`config.mk`:
```
export PLATFORM = sky130hd
export DESIGN_NAME = fetch_ctrl
export DESIGN_NICKNAME = d
export VERILOG_FILES = /design/src/rtl/fetch_ctrl_pkg.sv /design/src/rtl/fetch_ctrl_sat_counter.sv /design/src/rtl/fetch_ctrl.sv
export SDC_FILE = /design/constraint.sdc
export NUM_CORES = 1
export LEC_CHECK = 0
export BUFFER_PORTS_ARGS = -buffer_cell sky130_fd_sc_hd__buf_2
export CORE_MARGIN = 2
export CORE_UTILIZATION = 54
export CTS_BUF_LIST = sky130_fd_sc_hd__clkbuf_8
export CTS_CLUSTER_SIZE = 25
export DETAILED_ROUTE_END_ITERATION = 12
export GPL_ROUTABILITY_DRIVEN = 1
export PLACE_DENSITY = 0.85
export REMOVE_ABC_BUFFERS = 1
export SYNTH_ARGS = -nofsm -noshare
export SYNTH_HDL_FRONTEND = slang
export SYNTH_SLANG_ARGS = --single-unit
```
`constraint.sdc`:
```
create_clock -name clk -period 3.15 [get_ports clk]
set_input_delay 0.4725 -clock clk [delete_from_list [all_inputs] [get_ports clk]]
set_output_delay 0.4725 -clock clk [all_outputs]
set_load 0.03 [all_outputs]
```
`src/rtl/fetch_ctrl_pkg.sv`:
```
// Shared definitions for the instruction fetch controller: FSM encodings,
// default widths and a helper that sizes counters from a maximum value.
package fetch_ctrl_pkg;

    typedef enum logic [1:0] {
        RUN   = 2'b00,
        STALL = 2'b01,
        HALT  = 2'b10
    } fetch_state_t;

    localparam int DEFAULT_N = 32;
    localparam logic [DEFAULT_N-1:0] DEFAULT_RESET_PC = '0;
    localparam int REDIRECT_W = 16;

    // Smallest bit width (at least 1) able to hold max_val.
    function automatic int cnt_width(input int max_val);
        int w;
        w = 1;
        while ((1 << w) <= max_val) begin
            w++;
        end
        return w;
    endfunction

endpackage

```
`src/rtl/fetch_ctrl_sat_counter.sv`:
```
// Width-parameterised up counter with synchronous clear that sticks at all-ones.
module sat_counter #(
    parameter int W = 16
) (
    input  logic         clk,
    input  logic         rst,
    input  logic         clr,
    input  logic         en,
    output logic [W-1:0] count
);

    always_ff @(posedge clk) begin
        if (rst || clr) begin
            count <= '0;
        end else if (en && !(&count)) begin
            count <= count + 1'b1;
        end
    end

endmodule

```
`src/rtl/fetch_ctrl.sv`:
```
// Fetch-stage PC sequencer: resolves branch/jump/halt/stall requests into the
// next PC, pipeline flush/hold controls, a stall watchdog and a redirect count.
module fetch_ctrl
    import fetch_ctrl_pkg::*;
#(
    parameter int             N         = DEFAULT_N,
    parameter logic [N-1:0]   RESET_PC  = N'(DEFAULT_RESET_PC),
    parameter int             STALL_MAX = 15
) (
    input  logic                  clk,
    input  logic                  rst,
    input  logic                  stall,
    input  logic                  jump,
    input  logic [N-1:0]          jump_address,
    input  logic                  branch_taken,
    input  logic [N-1:0]          branch_address,
    input  logic                  halt,
    output logic [N-1:0]          pc_out,
    output logic                  ifid_en,
    output logic                  flush_if,
    output logic                  flush_id,
    output logic                  fetch_valid,
    output logic [1:0]            state,
    output logic                  stall_timeout,
    output logic [REDIRECT_W-1:0] redirect_count
);

    localparam int SW = cnt_width(STALL_MAX);
    localparam logic [SW-1:0] STALL_LAST = SW'(STALL_MAX - 1);

    fetch_state_t state_q;
    fetch_state_t state_d;
    logic [N-1:0] pc_d;
    logic         redirect;
    logic         stall_inc;
    logic [SW-1:0] stall_cnt;

    always_ff @(posedge clk) begin
        if (rst) begin
            state_q <= RUN;
            pc_out  <= RESET_PC;
        end else begin
            state_q <= state_d;
            pc_out  <= pc_d;
        end
    end

    // Priority: branch > jump > halt > stall > increment. HALT freezes
    // everything until reset. A jump is taken in STALL too once stall drops,
    // since that is the cycle decode re-presents it.
    always_comb begin
        state_d  = state_q;
        pc_d     = pc_out;
        ifid_en  = 1'b0;
        flush_if = 1'b0;
        flush_id = 1'b0;
        redirect = 1'b0;
        if (!rst) begin
            case (state_q)
                HALT: begin
                end
                default: begin
                    if (branch_taken) begin
                        pc_d     = branch_address;
                        flush_if = 1'b1;
                        flush_id = 1'b1;
                        ifid_en  = 1'b1;
                        redirect = 1'b1;
                        state_d  = RUN;
                    end else if (jump && !stall) begin
                        pc_d     = jump_address;
                        flush_if = 1'b1;
                        ifid_en  = 1'b1;
                        redirect = 1'b1;
                        state_d  = RUN;
                    end else if (halt && !stall) begin
                        flush_if = 1'b1;
                        ifid_en  = 1'b1;
                        state_d  = HALT;
                    end else if (stall) begin
                        state_d  = STALL;
                    end else begin
                        pc_d     = pc_out + 1'b1;
                        ifid_en  = 1'b1;
                        state_d  = RUN;
                    end
                end
            endcase
        end
    end

    assign fetch_valid = (state_q != HALT);
    assign state       = state_q;
    assign stall_inc   = !rst && (state_d == STALL);

    sat_counter #(.W(SW)) u_stall_cnt (
        .clk   (clk),
        .rst   (rst),
        .clr   (!stall_inc),
        .en    (stall_inc),
        .count (stall_cnt)
    );

    sat_counter #(.W(REDIRECT_W)) u_redirect_cnt (
        .clk   (clk),
        .rst   (rst),
        .clr   (1'b0),
        .en    (redirect),
        .count (redirect_count)
    );

    // Set on the edge where the stall run reaches STALL_MAX.
    always_ff @(posedge clk) begin
        if (rst) begin
            stall_timeout <= 1'b0;
        end else if (stall_inc && (stall_cnt >= STALL_LAST)) begin
            stall_timeout <= 1'b1;
        end
    end

endmodule

```
# Word-level counts from Yosys, hierarchy flattened

Cells that the tools add are included.

Equal/unequal tests: 5
Add/subtract/negate cells: 3
Magnitude comparators: 1
Reduce and logical (&&, ||, !) cells: 15
Shift operators: 0
Multiply operators: 0
Divide/modulo/power cells: 0
Multiplexer cells: 28
Bitwise gates (word level): 1

Operators with widths:

| operator              | count |
|---|---|
| $mux 32               | 4 |
| $add 32x1->32 const B | 1 |
| $mux 1                | 19 |
| $add 16x1->16 const B | 1 |
| $reduce_and 16->1     | 1 |
| $mux 2                | 5 |
| $logic_and 1x1->1     | 6 |
| $logic_not 1->1       | 5 |
| $add 4x1->4 const B   | 1 |
| $ge 4x4->1 const B    | 1 |
| $reduce_and 4->1      | 1 |
| $ne 3x1->1 const B    | 1 |
| $ne 3x3->1 const B    | 1 |
| $reduce_and 3->1      | 1 |
| $eq 2x1->1 const B    | 1 |
| $eq 2x2->1 const B    | 1 |
| $ne 2x2->1 const B    | 1 |
| $logic_or 1x1->1      | 1 |
| $not 1->1             | 1 |

Output and inout bits: 55
Bits in read-only memories: 0
Bits in writable memories: 0
Bits in latches: 0
Logic and storage cells: 58
Register bits: 55
Memories: 0

# Logic depth before layout (Yosys ltp)

Gate-level depths: netlist of the first run.

Depth in word-level cells: 11
Gate-level depth with buffers: 8

# Hierarchy

A second synthesis of the first run with hierarchy kept.

Cell total of the unflattened synthesis: 499
Area, all modules: 3713.6 um2

Modules (own cells, without submodules):

| module                       | cells each | sequential area each (um2) | area an instance (um2) | times used |
|---|---|---|---|---|
| fetch_ctrl                   | 385        | 700.7                      | 2681.3                 | 1 |
| sat_counter (u_redirect_cnt) | 92         | 320.3                      | 814.5                  | 1 |
| sat_counter (u_stall_cnt)    | 22         | 80.1                       | 217.7                  | 1 |

# Least setup slack after synthesis of the first run

Ideal clock, no wire load.

Path kind: reg-to-output
From: register state_q[0] (netlist: state[0])
To: output flush_if
Path buffers: 2
Stages on the path, launching flop included: 7
Data arrival time: 1.719 ns
Setup slack: 0.958 ns
Path through: dfxtp_1 > nor2b_1 > buf_2 > inv_1 > buf_2 > nand2_1 > a21oi_1

Word-level cells in the longest chain between the ends: 3

RTL lines:

| element                | RTL line         | RTL |
|---|---|---|
| from (decl)            | fetch_ctrl.sv:31 | `fetch_state_t state_q;` |
| from (signal assigned) | fetch_ctrl.sv:43 | `state_q <= state_d;` |
| $eq 2x2->1             | fetch_ctrl.sv:59 | `case (state_q)` |
| $mux 1                 | fetch_ctrl.sv:59 |  |
| $mux 1                 | fetch_ctrl.sv:58 | `if (!rst) begin` |
| to (decl)              | fetch_ctrl.sv:20 | `output logic flush_if,` |

No other way between the ends.

# Worst setup path in the final report of the first run

From: register state_q[1] (netlist: state[1])
To: register pc_out[5]

Word-level cells in the longest chain between the ends: 3

RTL lines:

| element                           | RTL line         | RTL |
|---|---|---|
| $eq 2x2->1                        | fetch_ctrl.sv:59 |  |
| $not 1->1 (no source line)        | --               |  |
| $reduce_and 3->1 (no source line) | --               |  |
| to (signal assigned)              | fetch_ctrl.sv:44 | `pc_out <= pc_d;` |
| to (decl)                         | fetch_ctrl.sv:18 | `output logic [N-1:0] pc_out,` |

No other way between the ends.
A chain may end at the register's enable or synchronous reset.

==> metrics.csv, run 1 <==
metric;value;unit
status;completed;
instances_no_fill;686;
crit_arrival;2.70;ns
clock_path_buffers;2;
maxSlewHeadroom;45.6;%
layout-drive-gt1-share;24.1;%
cts_tree;built;
path_max_fanout;21;
drv_cap;0;
reg2reg_from;state[1];
vias;4306;
synth_flop_cell;dfxtp_1;
ys_warn_count;0;
routedWlPerCell;16.6;µm
max_stage_delay;0.61;ns
root_buffer;clkbuf_8;
nNetsFinal;679;
crit_end;pc_out[5];
rr_endpoint;pc_out[5];
path_cells;nor2b_1, inv_1, buf_4, nand2_1, buf_4, a21oi_1, a211oi_1;
syn_inst;497;
grt_pass1_wl;18100;µm
grt_pass1_vias;3906;
postCtsSetupBuffers;0;
async_flop_share;0;%
power.total;1690;µW
insertion_delay;0.32;ns
ctsResizeCount;0;
dpl.cell_count;678;
drt-total-wl;11400;µm
io_buffers;124;
synth-seq-cells;55;
syn-mean-instance-area;7.43;µm²
postCtsHoldBufs;0;
clk_pin_slew;0.10;ns
synth_enable_flop_cells;0;
fin_skew;0.00923;ns
initial_core_util;55.0;%
die_area;0.00752;mm²
n_antenna_cell;0;
crit_required;3.39;ns
startpoint;state[1];
drc;0;
area_growth;20.5;%
critPathSlowestCell;nand2_1;
yosysUniqueCellTypes;56;
grt_use_total;29.5;%
synth_top_area_share;29.8;%
dp_hpwl;8030;µm
ioPinCount;125;
ys_seq_area_share;29.8;%
cp-start-kind;register;
overflow;0;
ff2ff_setup_slack;0.69;ns
crit_type;reg2reg;
final_common_cell;buf_2;
fin_setup_tns;0;ns
max_freq;0.407;GHz
synth_largest_area_cell;dfxtp_1;
setup_viol;0;
synth.area.top_cells;dfxtp_1 (30%), nor2_1 (6.0%), a21oi_1 (5.1%);
fp.dieH;86.7;µm
syn_area;0.00369;mm²
initialDrtViolationCount;357;
rsz0062_at_grt;no;
via_per_inst;6.28;
grt_antenna_before_repair;0;
mostFrequentLayoutCells;buf_2 (124), nor2_1 (59), dfxtp_1 (55);
rows;30;
fin_crit;2.46;ns
hp-class;reg2reg;
coreArea;0.00672;mm²
cp_common_cell;buf_4;
reg2regPathDepth;7;
worst_pin_slew;0.814;ns
grt_max_degree;42;
peakVddDrop;0.000223;V
hold_viol;0;
fin_crit_sh;78.1;%
die_x;86.7;µm
dpl_worst_slack;0.752;ns
slew_viol_final;0;
crit_path_end_kind;register;
antenna_left;0;
utilization;66.3;%
firstDrtPassIters;6;
fin_ws;0.691;ns
power_leakage;0.00192;µW
cts_inserted_buffers;5;
cts_sinks;55;
ctsHtreeMaxLevel;2;
place_congestion;0.903;
cellPowerDensity;380;mW/mm²
## state kept, by name, summed over array words and instances, names as in the netlist
register              cells
pc_out                   32
u_redirect_cnt.count     16
u_stall_cnt.count         4
state                     2
stall_timeout             1
## worst min-delay path by stage
stage                     cells after the start                 start                    to  slack [ns]
after floorplan                               1  u_stall_cnt.count[3]  u_stall_cnt.count[3]        0.48
after global placement                        2         stall_timeout         stall_timeout        0.43
after detailed placement                      2         stall_timeout         stall_timeout        0.44
after CTS                                     3     branch_address[2]             pc_out[2]        0.46
after global routing                          3    branch_address[15]            pc_out[15]        0.48
final                                         2         stall_timeout         stall_timeout        0.45
## through the flow
step | instance area [µm²] | hold WS [ns]
after global placement | 4350 | 0.431
after detailed placement | 4350 | 0.439
after global routing | 4450 | 0.483
final | 4450 | 0.453
after floorplan | 3550 | 0.483
after CTS | 4450 | 0.457
## per-layer routing
layer | vias up | wire (µm) | GRT usage [%]
met1 | 1990 | 4820 | 37.7
met3 | 21 | 1060 | 6.38
met4 | 0 | 188 | 10.8
met5 | - | 0 | 0
met2 | 218 | 5350 | 48.8
li1 | 2077 | - | -
## area by class of cell
class	count	area, µm²
Fill cell	592	2270
Sequential cell	55	1100
Multi-Input combinational cell	397	2410
Tap cell	80	100
Clock inverter	1	3.75
Clock buffer	7	96.3
Timing Repair Buffer	135	703
Inverter	11	41.3
## report_power, final
group	internal, µW	switching (µW)	leakage (µW)	total (µW)
Combinational	167	288	0.00141	455
Sequential	738	67.9	0.000451	806
Clock	198	235	0.0000557	433
## worst max-delay path: cells and delay by family (launching register included)
kind / cells / cell delay, ns
compound gates: 2 / 0.29
flops: 1 / 0.33
buf+inv: 3 / 0.58
simple gates: 2 / 1.18
## Yosys cell counts, types with 2 or more instances
master and count:
nor2_1 59, dfxtp_1 55, nand2_1 44, a21oi_1 38
nand3_1 31, a211oi_1 20, nand4_1 20, clkbuf_1 19
nor3_1 19, o21ai_0 18, xnor2_1 15, and3_1 14
buf_2 13, inv_1 10, mux2i_1 10, o31ai_1 9
a31oi_1 7, nand2b_1 7, nor4_1 7, and2_1 6
and4_1 5, o211ai_1 5, a311oi_1 4, ha_1 4
nor2b_1 4, o21a_1 4, o221a_1 4, o32ai_1 4
a22o_1 3, o221ai_1 3, or3_1 3, xor2_1 3
a2bb2oi_1 2, a32o_1 2, o2111ai_1 2, o211a_1 2
o22ai_1 2, o31a_1 2
## kinds of logic after synthesis
group	synth area share, %
mux	2.71
fa+ha+maj	1.35
simple gates	29.9
xor+xnor	4.27
buf+inv	5.11
compound gates	26.8
flops	29.8
(Power assumes the default switching activity.)
==> run 2, diff against run 1 <==
--- a/config.mk
+++ b/config.mk
@@ -7,12 +7,12 @@
 export LEC_CHECK = 0
 export BUFFER_PORTS_ARGS = -buffer_cell sky130_fd_sc_hd__buf_2
 export CORE_MARGIN = 2
-export CORE_UTILIZATION = 54
+export CORE_UTILIZATION = 47
 export CTS_BUF_LIST = sky130_fd_sc_hd__clkbuf_8
 export CTS_CLUSTER_SIZE = 25
 export DETAILED_ROUTE_END_ITERATION = 12
 export GPL_ROUTABILITY_DRIVEN = 1
-export PLACE_DENSITY = 0.85
+export PLACE_DENSITY = 0.78
 export REMOVE_ABC_BUFFERS = 1
 export SYNTH_ARGS = -nofsm -noshare
 export SYNTH_HDL_FRONTEND = slang
==> constraint.sdc (replaced) <==
create_clock -name clk -period 2.2 [get_ports clk]
set_input_delay 0.33 -clock clk [delete_from_list [all_inputs] [get_ports clk]]
set_output_delay 0.33 -clock clk [all_outputs]
set_load 0.03 [all_outputs]
==> metrics.csv, run 2 (synthesized netlist as in run 1, its figures left out) <==
metric;value;unit;change
setup_viol;0;;unchanged
postCtsHoldBufs;0;;unchanged
ioPinCount;125;;unchanged
die_x;92.7;µm;+6.9%
nNetsFinal;689;;+1.5%
layout-drive-gt1-share;25.6;%;+1.6 points
via_per_inst;6.01;;-4.2%
root_buffer;clkbuf_8;;
cp-start-kind;register;;
power.total;2400;µW;+42%
ctsResizeCount;0;;unchanged
cts_tree;built;;
crit_arrival;2.27;ns;-0.43 ns
fill_cells;729;;+23%
worst_pin_slew;0.591;ns;-0.223 ns
grt_antenna_before_repair;0;;unchanged
regMostFlops;pc_out;;
rsz0062_at_grt;no;;
place_congestion;0.882;;-2.3%
grt_max_degree;41;;-2.4%
critPathSlowestCell;dfxtp_1;;
die_area;0.00859;mm²;+14%
top_regs;pc_out x32, u_redirect_cnt.count x16, u_stall_cnt.count x4;;
drc;0;;unchanged
peakVddDrop;0.000305;V;+37%
vias;4316;;+0.23%
power_leakage;0.00196;µW;+2.3%
ctsHtreeMaxLevel;2;;unchanged
postCtsSetupBuffers;0;;unchanged
postPlaceCellArea;0.00448;mm²;+2.9%
grt_pass1_wl;18800;µm;+4.1%
status;completed;;
n_antenna_cell;0;;unchanged
mostFrequentLayoutCells;buf_2 (124), nor2_1 (59), dfxtp_1 (55);;
hp-class;in2reg;;
cellPowerDensity;525;mW/mm²;+38%
cts_sinks;55;;unchanged
finalInstanceArea;0.00457;mm²;+2.6%
reg2regPathDepth;5;;-2
startpoint;pc_out[9];;
clock_path_buffers;2;;unchanged
routedWlPerCell;16.1;µm;-3.0%
cp_common_cell;and4_1;;
crit_path_end_kind;register;;
drt-total-wl;11600;µm;+1.5%
coreArea;0.00769;mm²;+14%
grt_pass1_vias;4016;;+2.8%
reg2reg_from;pc_out[9];;
fin_skew;0.0127;ns;+0.00351 ns
rr_endpoint;pc_out[21];;
fin_crit_sh;90.9;%;+13 points
ff2ff_setup_slack;0.20;ns;-0.49 ns
crit_required;2.47;ns;-0.92 ns
initialDrtViolationCount;284;;-20%
cts_inserted_buffers;5;;unchanged
path_max_fanout;9;;-57%
fin_crit;2.00;ns;-0.460 ns
largest_reg_flops;32;;unchanged
insertion_delay;0.32;ns;about the same
slew_viol_final;0;;unchanged
drv_cap;0;;unchanged
clk_pin_slew;0.10;ns;about the same
final_common_cell;buf_2;;
firstDrtPassIters;5;;-1
max_stage_delay;0.49;ns;-0.12 ns
rows;32;;+6.7%
initial_core_util;48.1;%;-6.9 points
io_buffers;124;;unchanged
path_cells;and4_1, and4_1, nand3_1, o41ai_1, a22o_1;;
dp_hpwl;8450;µm;+5.1%
maxSlewHeadroom;60.5;%;+15 points
antenna_left;0;;unchanged
fp.dieH;92.7;µm;+6.9%
max_freq;0.500;GHz;+23%
overflow;0;;unchanged
grt_use_total;26.8;%;-2.7 points
crit_end;pc_out[21];;
hold_viol;0;;unchanged
crit_type;reg2reg;;
area_growth;23.7;%;
==> run 2: cell types whose count changed in the layout (fill, tap and decap cells not counted) <==
cell	before	now
and3_2	0	1
clkinv_2	0	1
inv_1	11	10
clkbuf_8	7	5
clkinvlp_4	0	2
buf_12	0	2
and3_1	14	13
buf_4	11	19
==> run 2: power breakdown <==
| part | internal, µW | switching (µW) |
|---|---|---|
| Combinational | 256 | 419 |
| Clock | 223 | 355 |
| Sequential | 1060 | 91.5 |
| Total | 1540 | 865 |
==> run 2: through the flow <==
step	utilization (%)	TNS (ns)	hold slack, ns	std cells	setup WS, ns
6_report	59.5	0	0.277	718	0.201
5_1_grt	59.5	0	0.258	718	0.0514
3_3_place_gp	58.3	0	0.434	710	0.200
4_1_cts	59.4	0	0.263	718	0.146
3_5_place_dp	58.3	0	0.450	710	0.148
2_1_floorplan	-	-5.52	0.399	463	-0.469
==> run 2: area by class of cell <==
class | count | area [µm²] | area share [%]
Tap cell | 102 | 128 | 2.79
Clock buffer | 5 | 68.8 | 1.51
Multi-Input combinational cell | 397 | 2410 | 52.7
Clock inverter | 3 | 20.0 | 0.438
Sequential cell | 55 | 1100 | 24.1
Timing Repair Buffer | 145 | 803 | 17.6
Inverter | 11 | 41.3 | 0.903
==> run 2: worst min-delay path by stage <==
stage / startpoint / endpoint / slack, ns / depth (start not counted)
after floorplan: rst / pc_out[15] / 0.40 / 1
after global placement: stall_timeout / stall_timeout / 0.43 / 2
after detailed placement: stall_timeout / stall_timeout / 0.45 / 2
after CTS: rst / stall_timeout / 0.26 / 2
after global routing: rst / stall_timeout / 0.26 / 2
final: rst / stall_timeout / 0.28 / 2
==> run 2: critical path, delay by kind of cell (launching register included) <==
kind / cells / cell delay, ns
AO/OA/AOI/OAI: 2 / 0.47
flip-flops: 1 / 0.49
AND/OR/NAND/NOR: 3 / 0.99
==> run 2: routing by layer <==
| metal | global-route usage, % | vias up | share of wire, % |
|---|---|---|---|
| li1 | - | 2100 | - |
| met1 | 35.2 | 1988 | 42 |
| met2 | 43.4 | 204 | 47 |
| met3 | 5.37 | 24 | 8.5 |
| met4 | 10.3 | 0 | 2.2 |
| met5 | 0 | - | 0 |
==> run 3, diff against run 2 <==
--- a/config.mk
+++ b/config.mk
@@ -13,7 +13,6 @@
 export DETAILED_ROUTE_END_ITERATION = 12
 export GPL_ROUTABILITY_DRIVEN = 1
 export PLACE_DENSITY = 0.78
-export REMOVE_ABC_BUFFERS = 1
 export SYNTH_ARGS = -nofsm -noshare
 export SYNTH_HDL_FRONTEND = slang
 export SYNTH_SLANG_ARGS = --single-unit
==> metrics.csv, run 3 (synthesized netlist as in run 1, its figures left out) <==
metric;value;unit;change
status;completed;;
hold_viol;0;;unchanged
holdCritStartpoint;branch_address[10];;
antenna_left;0;;unchanged
dr_wl_met3;1000;µm;+2.4%
ioPinCount;125;;unchanged
path_max_fanout;8;;-1
ff2ff_setup_slack;0.21;ns;about the same
syn_nets;571;;
grt_use_total;26.3;%;-0.48 points
fin_crit_sh;90.4;%;-0.52 points
final_common_cell;buf_2;;
holdWs;0.297;ns;+0.0199 ns
power.total;2420;µW;+0.75%
top_regs;pc_out x32, u_redirect_cnt.count x16, u_stall_cnt.count x4;;
coreArea;0.00769;mm²;unchanged
crit_path_end_kind;register;;
drv_cap;0;;unchanged
peakVddDrop;0.000271;V;-11%
hp-class;in2reg;;
pwr-share-comb;27.8;%;-0.3 points
startpoint;pc_out[2];;
top_layer;met4;;
place_congestion;0.882;;about the same
drc;0;;unchanged
overflow;0;;unchanged
die_x;92.7;µm;unchanged
wl_met1;4910;µm;about the same
fin_setup_tns;0;ns;unchanged
dp_hpwl;8340;µm;-1.3%
instances_no_fill;718;;unchanged
largest_reg_flops;32;;unchanged
fp.dieH;92.7;µm;unchanged
p_sw_share;36.6;%;+0.53 points
grt_antenna_before_repair;0;;unchanged
crit_type;reg2reg;;
power_leakage;0.00196;µW;about the same
setup_viol;0;;unchanged
dpl.cell_count;710;;unchanged
switchingPower;885;µW;+2.2%
rsz0062_at_grt;no;;
p_int;1530;µW;about the same
n_antenna_cell;0;;unchanged
initialDrtViolationCount;302;;+6.3%
firstDrtPassIters;6;;+1
cp-start-kind;register;;
initial_core_util;48.1;%;unchanged
multi_input_area;0.00241;mm²;unchanged
maxSlewHeadroom;59.8;%;-0.65 points
slew_viol_final;0;;unchanged
area_growth;23.4;%;
grt_max_degree;41;;unchanged
p_seq_share;47.4;%;-0.4 points
regMostFlops;pc_out;;
fin_crit;1.99;ns;-0.0115 ns
worst_pin_slew;0.598;ns;+0.00734 ns
grt_pass1_wl;18500;µm;-1.8%
crit_arrival;2.26;ns;about the same
reg2reg_from;pc_out[2];;
rows;32;;unchanged
cts_tree;built;;
fin_skew;0.00970;ns;-0.00303 ns
cts_inserted_buffers;5;;unchanged
fill_cells;740;;+1.5%
crit_required;2.47;ns;about the same
vias;4328;;+0.28%
ctsHtreeMaxLevel;2;;unchanged
die_area;0.00859;mm²;unchanged
layout-drive-gt1-share;25.6;%;unchanged
drt-total-wl;11500;µm;-0.81%
clk_pin_slew;0.11;ns;about the same
io_buffers;124;;unchanged
routedWlPerCell;16.0;µm;-0.81%
via_per_inst;6.03;;+0.28%
nNetsFinal;689;;unchanged
grt_pass1_vias;3935;;-2.0%
fin_ws;0.212;ns;+0.0115 ns
regArea;0.00110;mm²;unchanged
mostFrequentLayoutCells;buf_2 (124), nor2_1 (59), dfxtp_1 (55);;
pwr-share-clk;24.8;%;+0.7 points
dpl_worst_slack;0.190;ns;+0.0423 ns
cts_sinks;55;;unchanged
dr_wl_met2;5390;µm;-0.85%
cellPowerDensity;531;mW/mm²;+1.0%
clock_path_buffers;2;;unchanged
max_freq;0.503;GHz;+0.58%
root_buffer;clkbuf_8;;
insertion_delay;0.32;ns;about the same
[run 3: changes by cell type in the layout (fill, tap and decap cells not counted)]
cell	change
buf_12	-1
buf_4	+1
[run 3: path summary, 6_finish.rpt]
| path | endpoint | cells past startpoint |
|---|---|---|
| max | pc_out[21] | 5 |
| min reg2reg | stall_timeout | 2 |
| min | pc_out[10] | 3 |
| max reg2reg | pc_out[21] | 5 |
[run 3: stage by stage]
stage | cell area, µm² | util [%]
2_1_floorplan | 3690 | -
3_3_place_gp | 4470 | 58.1
6_report | 4560 | 59.3
3_5_place_dp | 4470 | 58.1
4_1_cts | 4560 | 59.3
5_1_grt | 4560 | 59.3
[run 3: power groups by stage]
stage          Clock, µW  Sequential (µW)  Combinational (µW)
6_report             600             1150                 674
5_1_grt              640             1160                 731
4_1_cts              599             1140                 672
3_5_place_dp           0             1160                 669
3_3_place_gp           0             1160                 658
2_1_floorplan          0             1270                 322
[run 3: layout make-up]
type                       count  share of cell area (%)
clock buffer                   5                    1.51
clock inverter                 3                   0.439
inverter                      11                   0.906
multi-input combinational    397                    52.8
sequential                    55                    24.2
tap                          102                    2.80
timing repair buffer         145                    17.3
[run 3: worst max-delay path, stage by stage (launching register included)]
cell	delay, ns
dfxtp_1	0.47
and4_1	0.31
and4_1	0.41
nand3_1	0.21
o41ai_1	0.34
a22o_1	0.20
[run 3: repair_timing]
item	in CTS	in global routing
endpoints found under the setup margin	0	1
hold buffers	0	0
resized for setup	0	1
buffers inserted	0	0
[run 3: metal layers]
| metal | track usage [%] | vias to the layer above |
|---|---|---|
| met4 | 7.97 | 0 |
| li1 | - | 2096 |
| met3 | 4.72 | 17 |
| met2 | 43.9 | 224 |
| met5 | 0 | - |
| met1 | 34.8 | 1991 |
